--- config.mk ---
export PLATFORM = sky130hd
export DESIGN_NAME = truth_table_scanner_flat
export DESIGN_NICKNAME = d
export VERILOG_FILES = /design/src/rtl/truth_table_scanner_pkg.sv /design/src/rtl/truth_table_scanner_if.sv /design/src/rtl/truth_table_scanner_settle_timer.sv /design/src/rtl/truth_table_scanner.sv /design/src/flat_wrapper.sv
export SDC_FILE = /design/constraint.sdc
export NUM_CORES = 1
export LEC_CHECK = 0
export CAP_MARGIN = 0
export CORE_ASPECT_RATIO = 0.75
export CORE_MARGIN = 4
export CORE_UTILIZATION = 46
export CTS_CLUSTER_DIAMETER = 50
export CTS_CLUSTER_SIZE = 8
export DETAILED_ROUTE_END_ITERATION = 10
export PLACE_DENSITY = 0.77
export SLEW_MARGIN = 20
export SYNTH_ARGS = -nofsm -noshare
export SYNTH_HDL_FRONTEND = slang
export SYNTH_SLANG_ARGS = --single-unit
--- constraint.sdc ---
create_clock -name clk -period 1.2 [get_ports clk]
set_input_delay 0.24 -clock clk [delete_from_list [all_inputs] [get_ports clk]]
set_output_delay 0.24 -clock clk [all_outputs]
set_load 0.05 [all_outputs]
--- src/rtl/truth_table_scanner_pkg.sv ---
`default_nettype none
// ============================================================================
// Module  : truth_table_scanner_pkg
// Purpose : Shared types and helpers for the truth-table scanner.
//           - state_t  : 2-bit FSM state encoding (IDLE/HOLD/SAMPLE/FINISH)
//           - table_w  : truth-table width (2**n) for an n-input function
// Revision: 1.0 - initial release
// ============================================================================
package truth_table_scanner_pkg;

  typedef enum logic [1:0] {
    ST_IDLE   = 2'd0,
    ST_HOLD   = 2'd1,
    ST_SAMPLE = 2'd2,
    ST_FINISH = 2'd3
  } state_t;

  function automatic int table_w(input int n);
    return 2 ** n;
  endfunction

endpackage
`default_nettype wire

--- src/rtl/truth_table_scanner_if.sv ---
`default_nettype none
// ============================================================================
// Module  : truth_table_scanner_if
// Purpose : Bundles the scanner's control and function-under-test signals.
//   start     : request a sweep            expected  : expected minterm mask
//   f_in      : function output            vec_out   : vector to the function
//   busy/done : sweep status / completion  table_out : captured truth table
//   match     : table_out == latched expected
//   Modports  : slave  = scanner side, master = board/bench side.
// Revision: 1.0 - initial release
// ============================================================================
interface truth_table_scanner_if #(
  parameter int N_IN = 3
);
  import truth_table_scanner_pkg::*;

  localparam int TW = table_w(N_IN);

  logic            start;
  logic [TW-1:0]   expected;
  logic            f_in;
  logic [N_IN-1:0] vec_out;
  logic            busy;
  logic            done;
  logic [TW-1:0]   table_out;
  logic            match;

  modport slave (
    input  start, expected, f_in,
    output vec_out, busy, done, table_out, match
  );

  modport master (
    output start, expected, f_in,
    input  vec_out, busy, done, table_out, match
  );

endinterface
`default_nettype wire

--- src/rtl/truth_table_scanner_settle_timer.sv ---
`default_nettype none
// ============================================================================
// Module  : truth_table_scanner_settle_timer
// Purpose : Loadable down-counter with a zero flag; times the HOLD phase.
//   clk, rst : clock / synchronous active-high reset
//   load     : reload the counter with LOAD_VALUE
//   dec      : decrement (saturates at zero)
//   zero     : counter is zero
// Revision: 1.0 - initial release
// ============================================================================
module truth_table_scanner_settle_timer #(
  parameter int LOAD_VALUE = 2
) (
  input  wire logic clk,
  input  wire logic rst,
  input  wire logic load,
  input  wire logic dec,
  output logic      zero
);

  localparam int            CW   = (LOAD_VALUE > 0) ? $clog2(LOAD_VALUE + 1) : 1;
  localparam logic [CW-1:0] LOAD = CW'(LOAD_VALUE);

  logic [CW-1:0] count;

  always_ff @(posedge clk) begin
    if (rst) begin
      count <= '0;
    end else if (load) begin
      count <= LOAD;
    end else if (dec && (count != '0)) begin
      count <= count - 1'b1;
    end
  end

  assign zero = (count == '0);

endmodule
`default_nettype wire

--- src/rtl/truth_table_scanner.sv ---
`default_nettype none
// ============================================================================
// Module  : truth_table_scanner
// Purpose : Sweeps all 2**N_IN input vectors onto a combinational function,
//           holds each for SETTLE_CYCLES+1 cycles, samples the function output
//           into a truth table and compares it with a latched expected mask.
//   clk, rst : clock / synchronous active-high reset
//   bus      : truth_table_scanner_if.slave (start, expected, f_in, vec_out,
//              busy, done, table_out, match)
// Revision: 1.0 - initial release
// ============================================================================
module truth_table_scanner
  import truth_table_scanner_pkg::*;
#(
  parameter int N_IN          = 3,
  parameter int SETTLE_CYCLES = 2
) (
  input wire logic              clk,
  input wire logic              rst,
  truth_table_scanner_if.slave  bus
);

  localparam int            TW   = table_w(N_IN);
  // One extra bit on idx keeps the last-index test unambiguous.
  localparam logic [N_IN:0] LAST = (N_IN + 1)'(TW - 1);

  state_t          state, state_nxt;
  logic [N_IN:0]   idx;
  logic [TW-1:0]   table_q;
  logic [TW-1:0]   exp_q;
  logic            busy_q;
  logic            done_q;
  logic            match_q;

  logic            accept;
  logic            sample;
  logic            finish;
  logic            timer_load;
  logic            timer_dec;
  logic            timer_zero;

  truth_table_scanner_settle_timer #(
    .LOAD_VALUE (SETTLE_CYCLES)
  ) u_settle_timer (
    .clk  (clk),
    .rst  (rst),
    .load (timer_load),
    .dec  (timer_dec),
    .zero (timer_zero)
  );

  always_ff @(posedge clk) begin
    if (rst) state <= ST_IDLE;
    else     state <= state_nxt;
  end

  always_comb begin
    state_nxt  = state;
    accept     = 1'b0;
    sample     = 1'b0;
    finish     = 1'b0;
    timer_load = 1'b0;
    timer_dec  = 1'b0;
    case (state)
      ST_IDLE: begin
        if (bus.start) begin
          accept     = 1'b1;
          timer_load = 1'b1;
          state_nxt  = ST_HOLD;
        end
      end
      ST_HOLD: begin
        // Timer starts at SETTLE_CYCLES, so HOLD lasts SETTLE_CYCLES+1 cycles.
        if (timer_zero) state_nxt = ST_SAMPLE;
        else            timer_dec = 1'b1;
      end
      ST_SAMPLE: begin
        sample = 1'b1;
        if (idx == LAST) begin
          state_nxt = ST_FINISH;
        end else begin
          timer_load = 1'b1;
          state_nxt  = ST_HOLD;
        end
      end
      ST_FINISH: begin
        finish    = 1'b1;
        state_nxt = ST_IDLE;
      end
      default: state_nxt = ST_IDLE;
    endcase
  end

  always_ff @(posedge clk) begin
    if (rst) begin
      idx     <= '0;
      table_q <= '0;
      exp_q   <= '0;
      busy_q  <= 1'b0;
      done_q  <= 1'b0;
      match_q <= 1'b0;
    end else begin
      done_q <= 1'b0;
      if (accept) begin
        exp_q   <= bus.expected;
        table_q <= '0;
        match_q <= 1'b0;
        idx     <= '0;
        busy_q  <= 1'b1;
      end
      if (sample) begin
        table_q[idx[N_IN-1:0]] <= bus.f_in;
        // Last vector stays on vec_out through FINISH.
        if (idx != LAST) idx <= idx + 1'b1;
      end
      if (finish) begin
        done_q  <= 1'b1;
        busy_q  <= 1'b0;
        match_q <= (table_q == exp_q);
      end
    end
  end

  assign bus.vec_out   = idx[N_IN-1:0];
  assign bus.busy      = busy_q;
  assign bus.done      = done_q;
  assign bus.table_out = table_q;
  assign bus.match     = match_q;

endmodule
`default_nettype wire
--- src/flat_wrapper.sv ---
// flat-port wrapper written by rule: the top's interface ports become plain ports
module truth_table_scanner_flat import truth_table_scanner_pkg::*;
#(
  parameter int N_IN          = 3,
  parameter int SETTLE_CYCLES = 2
)
  (clk, rst, bus_start, bus_expected, bus_f_in, bus_vec_out, bus_busy, bus_done, bus_table_out, bus_match);
  truth_table_scanner_if #(.N_IN(N_IN)) bus_i ();
  input wire logic clk;
  input wire logic rst;
  input wire logic [$bits(bus_i.start)-1:0] bus_start;
  input wire logic [$bits(bus_i.expected)-1:0] bus_expected;
  input wire logic [$bits(bus_i.f_in)-1:0] bus_f_in;
  output wire logic [$bits(bus_i.vec_out)-1:0] bus_vec_out;
  output wire logic [$bits(bus_i.busy)-1:0] bus_busy;
  output wire logic [$bits(bus_i.done)-1:0] bus_done;
  output wire logic [$bits(bus_i.table_out)-1:0] bus_table_out;
  output wire logic [$bits(bus_i.match)-1:0] bus_match;
  assign bus_i.start = bus_start;
  assign bus_i.expected = bus_expected;
  assign bus_i.f_in = bus_f_in;
  assign bus_vec_out = bus_i.vec_out;
  assign bus_busy = bus_i.busy;
  assign bus_done = bus_i.done;
  assign bus_table_out = bus_i.table_out;
  assign bus_match = bus_i.match;
  truth_table_scanner #(.N_IN(N_IN), .SETTLE_CYCLES(SETTLE_CYCLES)) u_core (.clk(clk), .rst(rst), .bus(bus_i));
endmodule
==> out/metrics.csv <==
metric,value,unit
status,"finished, violations left",
violations,negative setup slack,
clk_pin_slew,0.11,ns
cts-root-buf,clkbuf_8,
fp.dieH,54.8,µm
insertion_delay,0.28,ns
cp_max_fo,7,
drive_gt1_frac,0.476,
wl,4.53,mm
globalRoute.totalOverflow,0,
finalSetupViolations,20,
io_buffers,25,
route.met3.wl,301,µm
synth_fp_nets,170,
skew,0.0138,ns
detailedRoute.firstIterationViolations,82,
top_layer,met4,
maxCapViolations,0,
avgRoutedWirePerCell,18.6,µm
syn_area,1350,µm²
grt.total_usage,0.211,
yosysSeqAreaShare,0.402,
drc,0,
reg2reg_slack,-0.11,ns
synth_cell_types,35,
wl_met2,2.15,mm
rsz0062_at_grt,true,
max-vdd-ir-drop,0.000880,V
cp.arrival,1.49,ns
max_clock_freq,761,MHz
clock_sinks,27,
hold_start,u_core.exp_q[5],
design.die.area,3860,µm²
syn_inst,156,
worst_slew_pin_slew,0.338,ns
grt_first_pass_wirelength,6.35,mm
ys_warn_count,0,
slew_viol_final,0,
synth_area_per_cell,8.62,µm²
hold_viol_final,0,
finalCoreUtilization,0.843,
fin_hold_ws,0.487,ns
ios,26,
antenna_found_initial,0,
cp-end-kind,register,
die_x,70.4,µm
finalCritPeriodShare,1.09,
postCtsHoldBufs,0,
nets,223,
syn_to_final_growth,69.3,%
r2r_start,u_core.state[0],
holdPathStages,2,
rr_endpoint,u_core.bus.table_out[2],
min_to,u_core.exp_q[5],
n_antenna_cell,0,
synthArstFlopShare,0,
core-area,2700,µm²
power,1.99,mW
cts_tree,yes,
post_drt_via_cell_ratio,5.93,
synth-edff-count,0,
leakage,0.830,nW
ys_ff_latch,27,
via_count,1446,
start_util,0.498,
placed_cells,231,
wl_met1,1.93,mm
antenna_left,0,
slew_headroom,0.774,
first_global_vias,1378,
dp_hpwl,2.64,mm
min-delay-path-class,register to register,
layout_min_cycle_time,1.31,ns
r2r_cells,4,
layout_common_cells,"buf_4, dfxtp_1, buf_12, nand2_1",
layout.cells.non_filler,244,
setup_slack,-0.114,ns
dr.pass1.iters,6,
start_kind,register,
cts_max_path_buffers,2,
path_class,register to register,
grt_max_degree,17,
pwr_density_cell,874,nW/µm²
cts_buffers,3,
mostFrequentLayoutCell,buf_4,
synth_flop_cell,dfxtp_1,
h-tree-depth,1,
finalSetupTns,-0.942,ns
gp_congestion,0.774,
required,1.37,ns
placementRows,16,
metrics by stage:
step	setup slack [ns]	area [µm²]
global route	-0.118	2280
finish	-0.114	2280
global placement	-0.401	1920
floorplan	-0.0402	1350
detailed placement	-0.424	1920
CTS	-0.0441	2090
state kept, by name, indices dropped and copies added, names as in the netlist:
signal                       flops
u_core.bus.table_out             8
u_core.bus.match                 1
u_core.exp_q                     8
u_core.bus.busy                  1
u_core.u_settle_timer.count      2
u_core.bus.done                  1
u_core.idx                       4
u_core.state                     2
kinds of logic (layout without fill, tap and decap cells):
kind of cell	Yosys count	count (layout)	synth area share
AO/OA/AOI/OAI	38	38	0.177
XOR/XNOR	10	10	0.0651
adder cells (fa/ha/maj)	2	2	0.0186
buffers and inverters	16	68	0.0688
flip-flops	27	27	0.402
multiplexers	1	1	0.00744
AND/OR/NAND/NOR	62	62	0.261
per-layer routing:
metal	global-route usage	up-vias
met5	0	-
met2	0.370	86
met1	0.268	682
met4	0.0573	0
li1	-	656
met3	0.0477	22
worst max-delay path, stage by stage (launching register included):
cell	delay (ns)
dfxtp_4	0.38
or3b_4	0.44
buf_6	0.16
o211ai_1	0.11
a21oi_1	0.11
cell usage after synthesis, types with 2 or more instances:
library cell   n  area (µm²)
buf_6          2        22.5
o211ai_1       6        45.0
buf_4          4        30.0
nand2_1       22        82.6
nor2_1         3        11.3
nand3b_1       4        30.0
nor2b_1        4        25.0
and4b_1        2        20.0
and3b_1        2        17.5
inv_1          3        11.3
a21oi_1       22         110
nor3b_2        2        25.0
o21ai_0        2        10.0
nand2b_1       4        25.0
buf_2          2        10.0
nand4_1        3        18.8
xnor2_1        9        78.8
ha_1           2        25.0
dfxtp_1       27         541
nand3_1       11        55.1
o21bai_1       2        15.0
clkbuf_1       5        18.8
power breakdown:
| group | leakage (nW) | internal (mW) | switching [mW] | total [mW] |
|---|---|---|---|---|
| combinational | 0.584 | 0.249 | 0.232 | 0.481 |
| clock | 0.0217 | 0.236 | 0.307 | 0.543 |
| sequential | 0.225 | 0.926 | 0.0395 | 0.965 |
| total | 0.830 | 1.41 | 0.578 | 1.99 |
layout make-up:
cell class | count | area [µm²]
clock buffer | 3 | 41.3
inverter | 3 | 11.3
sequential | 27 | 563
fill | 133 | 425
tap | 36 | 45.0
multi-input combinational | 113 | 881
timing repair buffer | 61 | 728
clock inverter | 1 | 7.51
worst max path at each step:
stage | from | to | slack [ns]
finish | u_core.state[0] | u_core.bus.table_out[2] | -0.11
global route | u_core.state[0] | u_core.bus.table_out[2] | -0.12
CTS | u_core.state[0] | u_core.bus.table_out[0] | -0.04
detailed placement | bus_start | u_core.bus.table_out[1] | -0.42
global placement | bus_start | u_core.bus.table_out[1] | -0.40
floorplan | u_core.state[1] | u_core.bus.table_out[7] | -0.04
timing repair:
item	CTS	global route
gates cloned	2	1
resized for setup	32	36
pin swaps	12	13
buffers inserted	4	4
endpoints found under the setup margin	25	27
Power figures use the tool's default switching activity.
